**config.mk**
```make
export PLATFORM = sky130hd
export DESIGN_NAME = sprite_rom_arbiter_flat
export DESIGN_NICKNAME = d
export VERILOG_FILES = /design/src/rtl/sprite_rom_arbiter_if.sv /design/src/rtl/sprite_rom_arbiter.sv /design/src/flat_wrapper.sv
export SDC_FILE = /design/constraint.sdc
export NUM_CORES = 1
export LEC_CHECK = 0
export BUFFER_PORTS_ARGS = -buffer_cell sky130_fd_sc_hd__buf_2
export CAP_MARGIN = 20
export CORE_MARGIN = 8
export CORE_UTILIZATION = 40
export CTS_BUF_LIST = sky130_fd_sc_hd__clkbuf_4 sky130_fd_sc_hd__clkbuf_8
export DETAILED_ROUTE_END_ITERATION = 16
export GPL_ROUTABILITY_DRIVEN = 0
export GPL_TIMING_DRIVEN = 0
export PLACE_DENSITY = 0.86
export SETUP_SLACK_MARGIN = 0.1
export SYNTH_ARGS = -nofsm -noshare
export SYNTH_HDL_FRONTEND = slang
export SYNTH_SLANG_ARGS = --single-unit
```
**constraint.sdc**
```tcl
create_clock -name vga_clk -period 1 [get_ports vga_clk]
set_input_delay 0.25 -clock vga_clk [delete_from_list [all_inputs] [get_ports vga_clk]]
set_output_delay 0.25 -clock vga_clk [all_outputs]
set_load 0.02 [all_outputs]
```
**src/rtl/sprite_rom_arbiter_if.sv**
```systemverilog
// Request/response bundle between the pixel-fetch requesters, the arbiter and the sprite ROM.
// The slave modport is the arbiter view; the master modport is the requester/ROM side.
interface sprite_rom_arbiter_if #(
    parameter int NUM_REQ = 2,
    parameter int ADDR_W  = 12,
    parameter int DATA_W  = 3
);
    logic [NUM_REQ-1:0]        req_valid;
    logic [NUM_REQ*ADDR_W-1:0] req_addr;
    logic [NUM_REQ-1:0]        req_ready;
    logic                      prio_lock;
    logic [ADDR_W-1:0]         rom_addr;
    logic [DATA_W-1:0]         rom_q;
    logic [NUM_REQ-1:0]        rsp_valid;
    logic [DATA_W-1:0]         rsp_data;
    logic                      busy;

    modport master (
        output req_valid, req_addr, prio_lock, rom_q,
        input  req_ready, rom_addr, rsp_valid, rsp_data, busy
    );

    modport slave (
        input  req_valid, req_addr, prio_lock, rom_q,
        output req_ready, rom_addr, rsp_valid, rsp_data, busy
    );
endinterface

```
**src/rtl/sprite_rom_arbiter.sv**
```systemverilog
// Round-robin (optional strict prio for req 0) sharing of one sprite ROM; one grant/cycle, 2-cycle latency.
// Grant is combinational via req_ready; responses have no backpressure and must be taken when strobed.
module sprite_rom_arbiter #(
    parameter int NUM_REQ = 2,
    parameter int ADDR_W  = 12,
    parameter int DATA_W  = 3
) (
    input logic                 vga_clk,
    input logic                 reset_n,
    sprite_rom_arbiter_if.slave bus
);
    localparam int PTR_W = $clog2(NUM_REQ);
    localparam int IW    = PTR_W + 1;

    typedef logic [PTR_W-1:0] ptr_t;

    ptr_t               rr_ptr_q, rr_ptr_d;
    ptr_t               gnt_idx;
    logic               gnt_vld;
    logic [NUM_REQ-1:0] ready;
    logic [ADDR_W-1:0]  rom_addr_q, rom_addr_d;
    logic               s1_valid_q, s1_valid_d;
    ptr_t               s1_tag_q, s1_tag_d;
    logic [NUM_REQ-1:0] rsp_valid_q, rsp_valid_d;
    logic [DATA_W-1:0]  rsp_data_q, rsp_data_d;

    // Scan from the far end so the requester closest to rr_ptr is the last writer and wins.
    always_comb begin : arb
        logic [IW-1:0] idx;
        gnt_vld = 1'b0;
        gnt_idx = '0;
        idx     = '0;
        if (bus.prio_lock && bus.req_valid[0]) begin
            gnt_vld = 1'b1;
        end else begin
            for (int k = NUM_REQ - 1; k >= 0; k--) begin
                idx = {1'b0, rr_ptr_q} + IW'(k);
                if (idx >= IW'(NUM_REQ)) begin
                    idx = idx - IW'(NUM_REQ);
                end
                if (bus.req_valid[idx[PTR_W-1:0]]) begin
                    gnt_vld = 1'b1;
                    gnt_idx = idx[PTR_W-1:0];
                end
            end
        end
    end

    always_comb begin
        ready = '0;
        if (gnt_vld) begin
            ready[gnt_idx] = 1'b1;
        end
    end

    always_comb begin
        rr_ptr_d    = rr_ptr_q;
        rom_addr_d  = rom_addr_q;
        s1_valid_d  = gnt_vld;
        s1_tag_d    = s1_tag_q;
        rsp_valid_d = '0;
        rsp_data_d  = rsp_data_q;
        if (gnt_vld) begin
            rr_ptr_d   = (gnt_idx == ptr_t'(NUM_REQ - 1)) ? '0 : gnt_idx + 1'b1;
            rom_addr_d = bus.req_addr[gnt_idx*ADDR_W +: ADDR_W];
            s1_tag_d   = gnt_idx;
        end
        // ROM sampled rom_addr on the intervening negedge, so rom_q belongs to the stage-1 request.
        if (s1_valid_q) begin
            rsp_valid_d[s1_tag_q] = 1'b1;
            rsp_data_d            = bus.rom_q;
        end
    end

    always_ff @(posedge vga_clk or negedge reset_n) begin
        if (!reset_n) begin
            rr_ptr_q    <= '0;
            rom_addr_q  <= '0;
            s1_valid_q  <= 1'b0;
            s1_tag_q    <= '0;
            rsp_valid_q <= '0;
            rsp_data_q  <= '0;
        end else begin
            rr_ptr_q    <= rr_ptr_d;
            rom_addr_q  <= rom_addr_d;
            s1_valid_q  <= s1_valid_d;
            s1_tag_q    <= s1_tag_d;
            rsp_valid_q <= rsp_valid_d;
            rsp_data_q  <= rsp_data_d;
        end
    end

    assign bus.req_ready = ready;
    assign bus.rom_addr  = rom_addr_q;
    assign bus.rsp_valid = rsp_valid_q;
    assign bus.rsp_data  = rsp_data_q;
    assign bus.busy      = s1_valid_q | (|rsp_valid_q);
endmodule
```
**src/flat_wrapper.sv**
```systemverilog
// flat-port wrapper written by rule: the top's interface ports become plain ports
module sprite_rom_arbiter_flat 
#(
    parameter int NUM_REQ = 2,
    parameter int ADDR_W  = 12,
    parameter int DATA_W  = 3
)
  (vga_clk, reset_n, bus_req_valid, bus_req_addr, bus_prio_lock, bus_rom_q, bus_req_ready, bus_rom_addr, bus_rsp_valid, bus_rsp_data, bus_busy);
  sprite_rom_arbiter_if #(.NUM_REQ(NUM_REQ), .ADDR_W(ADDR_W), .DATA_W(DATA_W)) bus_i ();
  input logic vga_clk;
  input logic reset_n;
  input wire logic [$bits(bus_i.req_valid)-1:0] bus_req_valid;
  input wire logic [$bits(bus_i.req_addr)-1:0] bus_req_addr;
  input wire logic [$bits(bus_i.prio_lock)-1:0] bus_prio_lock;
  input wire logic [$bits(bus_i.rom_q)-1:0] bus_rom_q;
  output wire logic [$bits(bus_i.req_ready)-1:0] bus_req_ready;
  output wire logic [$bits(bus_i.rom_addr)-1:0] bus_rom_addr;
  output wire logic [$bits(bus_i.rsp_valid)-1:0] bus_rsp_valid;
  output wire logic [$bits(bus_i.rsp_data)-1:0] bus_rsp_data;
  output wire logic [$bits(bus_i.busy)-1:0] bus_busy;
  assign bus_i.req_valid = bus_req_valid;
  assign bus_i.req_addr = bus_req_addr;
  assign bus_i.prio_lock = bus_prio_lock;
  assign bus_i.rom_q = bus_rom_q;
  assign bus_req_ready = bus_i.req_ready;
  assign bus_rom_addr = bus_i.rom_addr;
  assign bus_rsp_valid = bus_i.rsp_valid;
  assign bus_rsp_data = bus_i.rsp_data;
  assign bus_busy = bus_i.busy;
  sprite_rom_arbiter #(.NUM_REQ(NUM_REQ), .ADDR_W(ADDR_W), .DATA_W(DATA_W)) u_core (.vga_clk(vga_clk), .reset_n(reset_n), .bus(bus_i));
endmodule
```
==> results.toml <==
[clocking]
clkLatencyLatePin_ns = 0.30
clock-sinks = 20
clockBufferDepth = 2
cts_inserted_buffers = 3
ctsHtreeMaxLevel = 1
cts_root_buffer = "clkbuf_4"
cts_tree = "built"
clk_transition_reported_paths_ns = 0.11

[synthesis]
post_synth.cell_area_avg_um2 = 12.69
yosys.area.top_type_share_pct = 51.22
synth_cell_type_count = 17
yosys_warnings = 0
ys_top_cells_by_area = "dfrtp_1 51%, o221a_1 12%, a211o_1 11%"
netlist_area_um2 = 977.2
synth-seq-area-share_pct = 51.22
mappedNetlistNets = 109
synth_top_cell_by_area = "dfrtp_1"
yosys_register_bits = 20
synth_cells = 77

[global_route]
globalRoute.totalOverflow = 0
grt_util_met3_pct = 2.041
vias_in_the_first_global_route = 1013
grt_max_degree = 21
grtUsageMet2_pct = 25.22
grt_most_used_layer = "met2"
grt_antenna_before_repair = 0
grt_use_met1_pct = 14.98
grt_pass1_wl_um = 4705
track_usage_pct = 13.93

[route]
antenna_violating_nets_post_route = 0
routedWlPerCell_um = 17.28
postRouteWirelength_um = 2921
drt_first_pass_iters = 4
vias = 904
avgViaCountPerCell = 5.349
drc = 0
drt_iter0_drc = 13

[sta]
final_setup_margin_ns = -0.4701
setup_repair_after_global_routing_missed_its_margin = "yes"
setup_viol_count_final = 33
post-route-min-period_ns = 1.470
slew_violations = 0
worst_hold_slack_ns = 0.1892
setup-tns-final_ns = -4.799
period_utilization_pct = 147.0
worst_pin_slew_ns = 0.4271
max_frequency_mhz = 680.2
slew_headroom_pct = 71.53
fin_skew_ns = 0.005667
final-hold-violation-count = 0

[hold_path]
min-delay-path-class = "in -> reg"
hold_depth = 2

[setup_path]
worst-endpoint-arrival_ns = 1.22
critPathCaptureType = "primary output"
worstPathRequired_ns = 0.75
timing.critical_path.from_type = "flop"
critPathMaxStageDelay_ns = 0.41
critical_path_fanouts_max = 2
timing.critical_path.cells = "or3_4 > buf_6"
cpMaxStageDelayCell = "dfrtp_2"
reg2reg_depth = 5
worst-setup-path-type = "reg -> out"

[layout]
final_cell_area_um2 = 1592
layout-area-overhead-vs-synth_pct = 62.87
finalNetCount = 172
finished_layout_cells = 169
antenna_diode_count = 0
drive_above_1_share_pct = 58.27

[place]
buffer_ports.inserted = 50
placed_cell_area_um2 = 1294
detailedPlacementHpwl_um = 2101
placed_cells = 157

[pwr]
power.ir.vdd_worst_mv = 1.148
leakage_power_figure_nw = 0.7610
power.density_nw_per_um2 = 1332

[die]
die_ar_um2 = 4280
rows = 18
ioPinCount = 52
chipWidth_um = 65.43
core_um2 = 2387
initial_core_util_pct = 40.93
die_h_um = 65.43

[status]
violations = "negative setup slack"
outcome = "finished with violations"

[flow_run]
maxCapViolations = 0
## per-stage QoR
stage | setup WS [ns] | util, % | power [mW]
after floorplan | -0.09169 | - | 1.268
after global placement | -0.2873 | 54.19 | 1.460
after detailed placement | -0.3175 | 54.19 | 1.484
after CTS | -0.4867 | 64.57 | 2.101
after global routing | -0.5158 | 66.67 | 2.207
final | -0.4701 | 66.67 | 2.120
## worst max-delay path, delay by kind of cell (launching register included)
kind / cells / cell delay, ns
and+or+nand+nor: 1 / 0.38
DFF: 1 / 0.41
buffers and inverters: 1 / 0.14
## worst paths after layout
check                                        start                 endpoint  slack (ns)
setup / recovery           u_core.bus.rsp_valid[1]                 bus_busy       -0.47
hold / removal                        bus_rom_q[0]   u_core.bus.rsp_data[0]        0.19
setup reg to reg                   u_core.rr_ptr_q  u_core.bus.rom_addr[10]       -0.20
hold reg to reg                    u_core.s1_tag_q  u_core.bus.rsp_valid[0]        0.46
max in group asynchronous                  reset_n        u_core.s1_valid_q        0.27
min in group asynchronous                  reset_n   u_core.bus.rom_addr[1]        0.41
## sequential cells by signal, summed over array words and instances (netlist names)
name / flops
u_core.bus.rsp_data: 3
u_core.s1_tag_q: 1
u_core.s1_valid_q: 1
u_core.bus.rsp_valid: 2
u_core.rr_ptr_q: 1
u_core.bus.rom_addr: 12
## cell type report
| class | count | area [um2] |
|---|---|---|
| multi-input combinational | 49 | 465.4 |
| fill | 186 | 795.8 |
| tap | 30 | 37.54 |
| sequential | 20 | 503.0 |
| timing repair buffer | 58 | 467.9 |
| buffer | 6 | 68.82 |
| inverter | 2 | 12.51 |
| clock buffer | 4 | 36.28 |
## what timing repair did
action,CTS,global route
setup endpoints to repair,36,37
hold buffers,1,0
gates resized for setup,47,8
buffers inserted,7,1
hold endpoints to repair,20,0
cloned,0,1
pin swaps,8,3
## routing by layer
metal | vias up | wire (um) | share of wire [%]
met5 | - | 0 | 0
met4 | 0 | 68 | 2.3
met3 | 6 | 203 | 6.9
met2 | 43 | 1437 | 49
met1 | 436 | 1212 | 41
li1 | 419 | - | -
## power breakdown
group / total (mW) / internal, mW / switching, mW
logic: 0.710 / 0.394 / 0.316
registers: 0.949 / 0.893 / 0.0563
clock network: 0.461 / 0.222 / 0.240
## placed cells by master, fill, tap and decap left out, types with 2 or more instances in the layout
master	synthesis	layout
nor2b_1	13	13
clkbuf_4	0	3
a211o_1	12	12
buf_2	3	32
dfrtp_1	20	18
buf_4	1	2
buf_6	2	25
dfrtp_2	0	2
o221a_4	0	2
o221a_1	10	10
buf_8	0	3
mux2_4	0	2
## synth_stat cells
library cell and n:
mux2_2 3, buf_2 3, inv_1 2, dfrtp_1 20, o21a_1 1, o221a_2 2
buf_6 2, and2_1 2, or3_1 1, o21ai_0 2, a211o_1 12, o221a_1 10
nand2_2 1, or2_2 1, nand3b_4 1, nor2b_1 13, buf_4 1
## cells by family (layout without fill, tap and decap cells)
kind of cell           after synthesis  in the layout  share of synthesized area (%)
AOI/OAI and AO/OA                   27             27                          26.38
buffers and inverters                8             70                          5.378
and+or+nand+nor                     19             19                          13.57
muxes                                3              3                          3.457
DFF                                 20             20                          51.22
(Power assumes the default switching activity.)
